**config.mk**
```make
export PLATFORM = sky130hd
export DESIGN_NAME = fwd_hazard_unit_flat
export DESIGN_NICKNAME = d
export VERILOG_FILES = /design/src/rtl/fwd_hazard_if.sv /design/src/rtl/fwd_hazard_unit.sv /design/src/flat_wrapper.sv
export SDC_FILE = /design/constraint.sdc
export NUM_CORES = 1
export LEC_CHECK = 0
export BUFFER_PORTS_ARGS = -buffer_cell sky130_fd_sc_hd__buf_2
export CELL_PAD_IN_SITES_DETAIL_PLACEMENT = 2
export CELL_PAD_IN_SITES_GLOBAL_PLACEMENT = 2
export CORE_MARGIN = 2
export CORE_UTILIZATION = 35
export DETAILED_ROUTE_END_ITERATION = 6
export GPL_TIMING_DRIVEN = 0
export PLACE_DENSITY = 0.94
export RECOVER_POWER = 25
export SLEW_MARGIN = 5
export SYNTH_ARGS = -nofsm -noshare
export SYNTH_HDL_FRONTEND = slang
export SYNTH_HIERARCHICAL = 1
export SYNTH_SLANG_ARGS = --single-unit
export TNS_END_PERCENT = 1
```
**constraint.sdc**
```tcl
create_clock -name clk -period 2.2 [get_ports clk]
set_input_delay 0.22 -clock clk [delete_from_list [all_inputs] [get_ports clk]]
set_output_delay 0.22 -clock clk [all_outputs]
set_load 0.01 [all_outputs]
```
**src/rtl/fwd_hazard_if.sv**
```systemverilog
// Decode <-> forwarding/hazard unit bundle.
// master = decode side (drives issue/operand info), slave = the unit.
interface fwd_hazard_if #(
    parameter int RA_W  = 5,
    parameter int SW    = 1,
    parameter int CNT_W = 32
);
    logic             issue_valid;
    logic [RA_W-1:0]  issue_rd;
    logic             issue_wb_en;
    logic [1:0]       issue_kind;
    logic [RA_W-1:0]  rs1;
    logic [RA_W-1:0]  rs2;
    logic             rs1_used;
    logic             rs2_used;
    logic             flush;
    logic             fwd_hit_1;
    logic             fwd_hit_2;
    logic [SW-1:0]    fwd_stage_1;
    logic [SW-1:0]    fwd_stage_2;
    logic [1:0]       fwd_kind_1;
    logic [1:0]       fwd_kind_2;
    logic             stall;
    logic [CNT_W-1:0] stall_count;

    modport master (
        output issue_valid, issue_rd, issue_wb_en, issue_kind,
        output rs1, rs2, rs1_used, rs2_used, flush,
        input  fwd_hit_1, fwd_hit_2, fwd_stage_1, fwd_stage_2,
        input  fwd_kind_1, fwd_kind_2, stall, stall_count
    );

    modport slave (
        input  issue_valid, issue_rd, issue_wb_en, issue_kind,
        input  rs1, rs2, rs1_used, rs2_used, flush,
        output fwd_hit_1, fwd_hit_2, fwd_stage_1, fwd_stage_2,
        output fwd_kind_1, fwd_kind_2, stall, stall_count
    );
endinterface

```
**src/rtl/fwd_hazard_unit.sv**
```systemverilog
// Forwarding and load-use hazard unit.
// Keeps a DEPTH-entry shift register of in-flight register writers
// (entry 0 = execute, DEPTH-1 = writeback) and, for each decode operand,
// reports the youngest matching producer and whether its data is ready.

// Per-operand producer lookup against the tracker.
module fwd_lookup #(
    parameter int DEPTH    = 2,
    parameter int RA_W     = 5,
    parameter int SW       = 1,
    parameter int LOAD_LAT = 0
) (
    input  logic [DEPTH-1:0]           ent_vld,
    input  logic [DEPTH-1:0][RA_W-1:0] ent_rd,
    input  logic [DEPTH-1:0][1:0]      ent_kind,
    input  logic [RA_W-1:0]            rs,
    input  logic                       used,
    output logic                       hit,
    output logic [SW-1:0]              stage,
    output logic [1:0]                 kind,
    output logic                       load_haz
);
    // Scan oldest to youngest so the lowest matching index overwrites last.
    always_comb begin
        hit      = 1'b0;
        stage    = '0;
        kind     = 2'd0;
        load_haz = 1'b0;
        for (int i = DEPTH - 1; i >= 0; i--) begin
            if (used && (rs != '0) && ent_vld[i] && (ent_rd[i] == rs)) begin
                hit      = 1'b1;
                stage    = SW'(i);
                kind     = ent_kind[i];
                // Load data only exists from entry LOAD_LAT onward.
                load_haz = (ent_kind[i] == 2'd1) && (i < LOAD_LAT);
            end
        end
    end
endmodule

module fwd_hazard_unit #(
    parameter int DEPTH    = 2,
    parameter int LOAD_LAT = 0,
    parameter int RA_W     = 5,
    parameter int CNT_W    = 32,
    localparam int SW      = (DEPTH > 1) ? $clog2(DEPTH) : 1
) (
    input logic         clk,
    input logic         rst,
    fwd_hazard_if.slave bus
);
    typedef struct packed {
        logic            vld;
        logic [RA_W-1:0] rd;
        logic [1:0]      kind;
    } ent_t;

    // Tracker state, one bit/field per post-issue stage.
    logic [DEPTH-1:0]           vld_pipe;
    logic [DEPTH-1:0][RA_W-1:0] ent_rd;
    logic [DEPTH-1:0][1:0]      ent_kind;

    logic [1:0][RA_W-1:0] rs_a;
    logic [1:0]           used_a;
    logic [1:0]           hit_a;
    logic [1:0][SW-1:0]   stage_a;
    logic [1:0][1:0]      kind_a;
    logic [1:0]           haz_a;

    logic             stall;
    logic [CNT_W-1:0] cnt;
    ent_t             ent_new;

    assign rs_a   = {bus.rs2, bus.rs1};
    assign used_a = {bus.rs2_used, bus.rs1_used};

    genvar g;
    generate
        for (g = 0; g < 2; g++) begin : g_lkp
            fwd_lookup #(
                .DEPTH    (DEPTH),
                .RA_W     (RA_W),
                .SW       (SW),
                .LOAD_LAT (LOAD_LAT)
            ) u_lkp (
                .ent_vld  (vld_pipe),
                .ent_rd   (ent_rd),
                .ent_kind (ent_kind),
                .rs       (rs_a[g]),
                .used     (used_a[g]),
                .hit      (hit_a[g]),
                .stage    (stage_a[g]),
                .kind     (kind_a[g]),
                .load_haz (haz_a[g])
            );
        end
    endgenerate

    assign stall = |haz_a;

    // Candidate for entry 0: bubble on stall or flush, and rd=x0 never tracked.
    always_comb begin
        ent_new      = '0;
        ent_new.vld  = bus.issue_valid && bus.issue_wb_en && (bus.issue_rd != '0)
                       && !stall && !bus.flush;
        ent_new.rd   = bus.issue_rd;
        ent_new.kind = bus.issue_kind;
    end

    // Shift the tracker; flush drops the current entry 0 instead of advancing it.
    always_ff @(posedge clk) begin
        if (rst) begin
            vld_pipe <= '0;
            ent_rd   <= '0;
            ent_kind <= '0;
        end else begin
            vld_pipe[0] <= ent_new.vld;
            ent_rd[0]   <= ent_new.rd;
            ent_kind[0] <= ent_new.kind;
            for (int i = 1; i < DEPTH; i++) begin
                vld_pipe[i] <= (i == 1 && bus.flush) ? 1'b0 : vld_pipe[i-1];
                ent_rd[i]   <= ent_rd[i-1];
                ent_kind[i] <= ent_kind[i-1];
            end
        end
    end

    // Saturating count of stalled cycles.
    always_ff @(posedge clk) begin
        if (rst)
            cnt <= '0;
        else if (stall && (cnt != '1))
            cnt <= cnt + 1'b1;
    end

    assign bus.fwd_hit_1   = hit_a[0];
    assign bus.fwd_hit_2   = hit_a[1];
    assign bus.fwd_stage_1 = stage_a[0];
    assign bus.fwd_stage_2 = stage_a[1];
    assign bus.fwd_kind_1  = kind_a[0];
    assign bus.fwd_kind_2  = kind_a[1];
    assign bus.stall       = stall;
    assign bus.stall_count = cnt;
endmodule
```
**src/flat_wrapper.sv**
```systemverilog
// flat-port wrapper written by rule: the top's interface ports become plain ports
module fwd_hazard_unit_flat 
#(
    parameter int DEPTH    = 2,
    parameter int LOAD_LAT = 0,
    parameter int RA_W     = 5,
    parameter int CNT_W    = 32,
    localparam int SW      = (DEPTH > 1) ? $clog2(DEPTH) : 1
)
  (clk, rst, bus_issue_valid, bus_issue_rd, bus_issue_wb_en, bus_issue_kind, bus_rs1, bus_rs2, bus_rs1_used, bus_rs2_used, bus_flush, bus_fwd_hit_1, bus_fwd_hit_2, bus_fwd_stage_1, bus_fwd_stage_2, bus_fwd_kind_1, bus_fwd_kind_2, bus_stall, bus_stall_count);
  fwd_hazard_if #(.RA_W(RA_W), .CNT_W(CNT_W)) bus_i ();
  input logic clk;
  input logic rst;
  input wire logic [$bits(bus_i.issue_valid)-1:0] bus_issue_valid;
  input wire logic [$bits(bus_i.issue_rd)-1:0] bus_issue_rd;
  input wire logic [$bits(bus_i.issue_wb_en)-1:0] bus_issue_wb_en;
  input wire logic [$bits(bus_i.issue_kind)-1:0] bus_issue_kind;
  input wire logic [$bits(bus_i.rs1)-1:0] bus_rs1;
  input wire logic [$bits(bus_i.rs2)-1:0] bus_rs2;
  input wire logic [$bits(bus_i.rs1_used)-1:0] bus_rs1_used;
  input wire logic [$bits(bus_i.rs2_used)-1:0] bus_rs2_used;
  input wire logic [$bits(bus_i.flush)-1:0] bus_flush;
  output wire logic [$bits(bus_i.fwd_hit_1)-1:0] bus_fwd_hit_1;
  output wire logic [$bits(bus_i.fwd_hit_2)-1:0] bus_fwd_hit_2;
  output wire logic [$bits(bus_i.fwd_stage_1)-1:0] bus_fwd_stage_1;
  output wire logic [$bits(bus_i.fwd_stage_2)-1:0] bus_fwd_stage_2;
  output wire logic [$bits(bus_i.fwd_kind_1)-1:0] bus_fwd_kind_1;
  output wire logic [$bits(bus_i.fwd_kind_2)-1:0] bus_fwd_kind_2;
  output wire logic [$bits(bus_i.stall)-1:0] bus_stall;
  output wire logic [$bits(bus_i.stall_count)-1:0] bus_stall_count;
  assign bus_i.issue_valid = bus_issue_valid;
  assign bus_i.issue_rd = bus_issue_rd;
  assign bus_i.issue_wb_en = bus_issue_wb_en;
  assign bus_i.issue_kind = bus_issue_kind;
  assign bus_i.rs1 = bus_rs1;
  assign bus_i.rs2 = bus_rs2;
  assign bus_i.rs1_used = bus_rs1_used;
  assign bus_i.rs2_used = bus_rs2_used;
  assign bus_i.flush = bus_flush;
  assign bus_fwd_hit_1 = bus_i.fwd_hit_1;
  assign bus_fwd_hit_2 = bus_i.fwd_hit_2;
  assign bus_fwd_stage_1 = bus_i.fwd_stage_1;
  assign bus_fwd_stage_2 = bus_i.fwd_stage_2;
  assign bus_fwd_kind_1 = bus_i.fwd_kind_1;
  assign bus_fwd_kind_2 = bus_i.fwd_kind_2;
  assign bus_stall = bus_i.stall;
  assign bus_stall_count = bus_i.stall_count;
  fwd_hazard_unit #(.DEPTH(DEPTH), .LOAD_LAT(LOAD_LAT), .RA_W(RA_W), .CNT_W(CNT_W)) u_core (.clk(clk), .rst(rst), .bus(bus_i));
endmodule
```
==> summary.txt <==
Status
  – Result of the run: finished clean

STA
  – Setup repair after global routing missed its margin: no
  – Fin crit period: 2.09 ns
  – Transition time of the tightest slew-check pin: 0.724 ns
  – Layout Skew: 0.00436 ns
  – Count of final max-slew check failures: 0
  – Number of failing hold endpoints at the final stage: 0
  – Hold slack final: 0.118 ns
  – Final setup violation count: 0
  – Relative slew slack: 51.8%
  – Total negative slack: 0 ns
  – Max frequency: 0.479 GHz
  – Final worst path period share: 94.9%

Detailed routing
  – DRC viols: 0
  – DRT antenna net count: 0
  – Drt first-iter violations: 155
  – Via count of the routed design: 2737
  – Final wirelength: 10400 um
  – Average detailed-routed wire length per instance: 22.3 um
  – Post-detailed-route via-to-cell ratio: 5.86
  – DR pass1 iterations: 4

Setup path
  – CP arrival: 1.87 ns
  – Setup crit end kind: output port
  – Element type at the critical path start: flip-flop
  – Worst path required time: 1.98 ns
  – Worst setup path category: reg2out
  – Maximum fanout count along the critical path: 4

Cells and area
  – P&R area growth vs syn: 19.9%
  – Finished Core Util: 43.2%
  – Register area: 961 um2
  – Post-layout nets: 392
  – Fill cells: 860
  – Fraction of layout instances using a drive strength above 1: 25.8%
  – Antenna Diode Count: 0
  – Area of the multi-input gates: 0.00155 mm2

Yosys
  – Mapped Area: 0.00261 mm2
  – Net Count, Synth: 322
  – Most area-hungry cell type in the Yosys netlist: sky130_fd_sc_hd__dfxtp_1
  – Fraction of the yosys area taken by sequential cells: 36.8%
  – Syn Inst Count: 297
  – Average size of a mapped cell: 8.79 um2
  – Netlist cell types: 45
  – Most used DFF post-synth: sky130_fd_sc_hd__dfxtp_1
  – Portion of synthesized cell area occupied by the leading cell type: 36.8%
  – Leading cell type by number of instances after synthesis: sky130_fd_sc_hd__dfxtp_1
  – Yosys warnings: 6
  – Leading post-synthesis cells by instance count: sky130_fd_sc_hd__dfxtp_1, sky130_fd_sc_hd__xnor2_1, sky130_fd_sc_hd__nand2_1
  – Number of synthesized flops with an enable pin: 0
  – Synth area leaders: sky130_fd_sc_hd__dfxtp_1, sky130_fd_sc_hd__xnor2_1, sky130_fd_sc_hd__nor2b_1
  – Share of synthesized flip-flops with an asynchronous set or reset: 0%
  – FF+latch count, synth: 48

Clocking
  – H-tree Lvls: 2
  – Number of buffers added for setup after CTS: 0
  – CTS tree: built
  – CTS clk-pin slew, worst paths: 0.08 ns
  – CTS root buf: sky130_fd_sc_hd__clkbuf_8
  – Number of gates given a new drive strength after cts: 0
  – Number of buffers on the longest clock path: 2
  – # clock sinks: 48
  – CTS Buf Count: 5
  – CTS Hold Bufs: 0
  – Latest clock arrival within the worst-skew pair: 0.29 ns

Floorplan
  – Initial core utilization: 36.0%
  – Die span in y: 90.4 um
  – Floorplan Core Area: 0.00725 mm2
  – Die outline width: 90.4 um
  – Count of standard-cell rows: 31
  – Number of I/O pins: 65
  – Total Die Area: 0.00816 mm2

Global routing
  – Wire length of the first global-routing pass: 16500 um
  – Total gr overflow: 0
  – Pin count of the biggest net entering global routing: 14
  – Number of global-route vias before repair: 3053
  – Number of antenna violations at the first check in global routing: 0
  – Overall fraction of global-route tracks in use: 25.7%

Job
  – Maxcap violations: 0

Min path
  – Worst Hold Class: in2reg

Placed design
  – Last weighted congestion value of the routability-driven placer: 0.801
  – IO Port Bufs: 63
  – Final HPWL from detailed placement: 7750 um

Pwr
  – Max VDD drop: 208 uV
  – Pwr per Cell Area: 518 mW/mm2
  – Leakage: 1.14 nW
[final timing paths]
kind,cells after the start,startpoint,end,slack (ns)
worst min-delay path,2,bus_flush,u_core/vld_pipe[1]$_SDFF_PP0_,0.12
worst min register to register,2,u_core/bus.stall_count[11]$_SDFFE_PP0P_,u_core/bus.stall_count[11]$_SDFFE_PP0P_,0.51
worst max-delay path,5,u_core/ent_rd[2]$_SDFF_PP0_,bus_fwd_kind_2[0],0.11
worst max register to register,2,u_core/bus.stall_count[29]$_SDFFE_PP0P_,u_core/bus.stall_count[29]$_SDFFE_PP0P_,1.22
[placed cells by master (no fill, tap or decap), types with 2 or more instances in the layout]
cell	n
sky130_fd_sc_hd__nand4_1	14
sky130_fd_sc_hd__nand2b_1	3
sky130_fd_sc_hd__conb_1	2
sky130_fd_sc_hd__o21ai_1	6
sky130_fd_sc_hd__dfxtp_1	48
sky130_fd_sc_hd__nor3_2	2
sky130_fd_sc_hd__o21ai_4	3
sky130_fd_sc_hd__clkbuf_1	9
sky130_fd_sc_hd__mux2_1	7
sky130_fd_sc_hd__a21oi_2	9
sky130_fd_sc_hd__buf_4	2
sky130_fd_sc_hd__nor2b_1	17
sky130_fd_sc_hd__or4_1	13
sky130_fd_sc_hd__nor2_1	18
sky130_fd_sc_hd__a21oi_1	15
sky130_fd_sc_hd__nor4_1	2
sky130_fd_sc_hd__buf_6	3
sky130_fd_sc_hd__or3_1	9
sky130_fd_sc_hd__and4_1	4
sky130_fd_sc_hd__inv_1	3
sky130_fd_sc_hd__nand2_1	21
sky130_fd_sc_hd__xnor2_1	24
sky130_fd_sc_hd__nor3_1	8
sky130_fd_sc_hd__or3_2	2
sky130_fd_sc_hd__clkbuf_8	6
sky130_fd_sc_hd__and3_1	5
sky130_fd_sc_hd__o31ai_1	12
sky130_fd_sc_hd__o21ai_0	3
sky130_fd_sc_hd__buf_2	64
sky130_fd_sc_hd__nand3_1	18
sky130_fd_sc_hd__or4_4	2
[critical path: stages, from the launching register on]
cell                      delay [ns]
sky130_fd_sc_hd__dfxtp_1        0.44
sky130_fd_sc_hd__xnor2_1        0.17
sky130_fd_sc_hd__nand4_1        0.14
sky130_fd_sc_hd__nor3_2         0.31
sky130_fd_sc_hd__mux2_1         0.37
sky130_fd_sc_hd__buf_2          0.15
[registers in the layout, indices dropped and copies added, names as in the netlist]
name / flops
u_core/ent_kind: 4
u_core/bus.stall_count: 32
u_core/vld_pipe: 2
u_core/ent_rd: 10
[power breakdown]
group / switching [mW] / internal, mW
Sequential: 0.0219 / 0.886
Combinational: 0.0939 / 0.0695
Clock: 0.293 / 0.257
[cells by family after synthesis]
| kind of cell | after synthesis | share of synthesized area (%) |
|---|---|---|
| mux | 8 | 3.55 |
| simple gates | 141 | 30.6 |
| fa+ha+maj | 1 | 0.479 |
| buf+inv | 16 | 3.55 |
| other cells | 2 | 0.288 |
| compound gates | 56 | 16.3 |
| xor+xnor | 25 | 8.39 |
| flops | 48 | 36.8 |
[stage by stage]
step	area [um2]	setup slack, ns	power [mW]	std cells
final	3130	0.112	1.62	467
after global routing	3130	0.00141	1.68	467
after CTS	3140	0.0938	1.63	467
after detailed placement	3050	0.318	1.09	459
after global placement	3050	0.365	1.07	459
after floorplan	2610	0.638	1.01	297
[cell type report]
| type | count | area share, % |
|---|---|---|
| flip-flops and latches | 48 | 30.7 |
| well taps | 99 | 3.96 |
| multi-input cells | 233 | 49.5 |
| plain buffers | 13 | 2.60 |
| clock buffers | 8 | 2.88 |
| inverters | 3 | 0.360 |
| repair buffers | 63 | 10.0 |
[metal layers]
metal	up-vias	GRT usage [%]	share of wire (%)
met3	42	4.42	4.7
met1	1354	28.3	40
li1	1227	-	-
met2	114	46.6	51
met4	0	14.6	4.8
met5	-	0	0
Power figures use the tool's default switching activity.
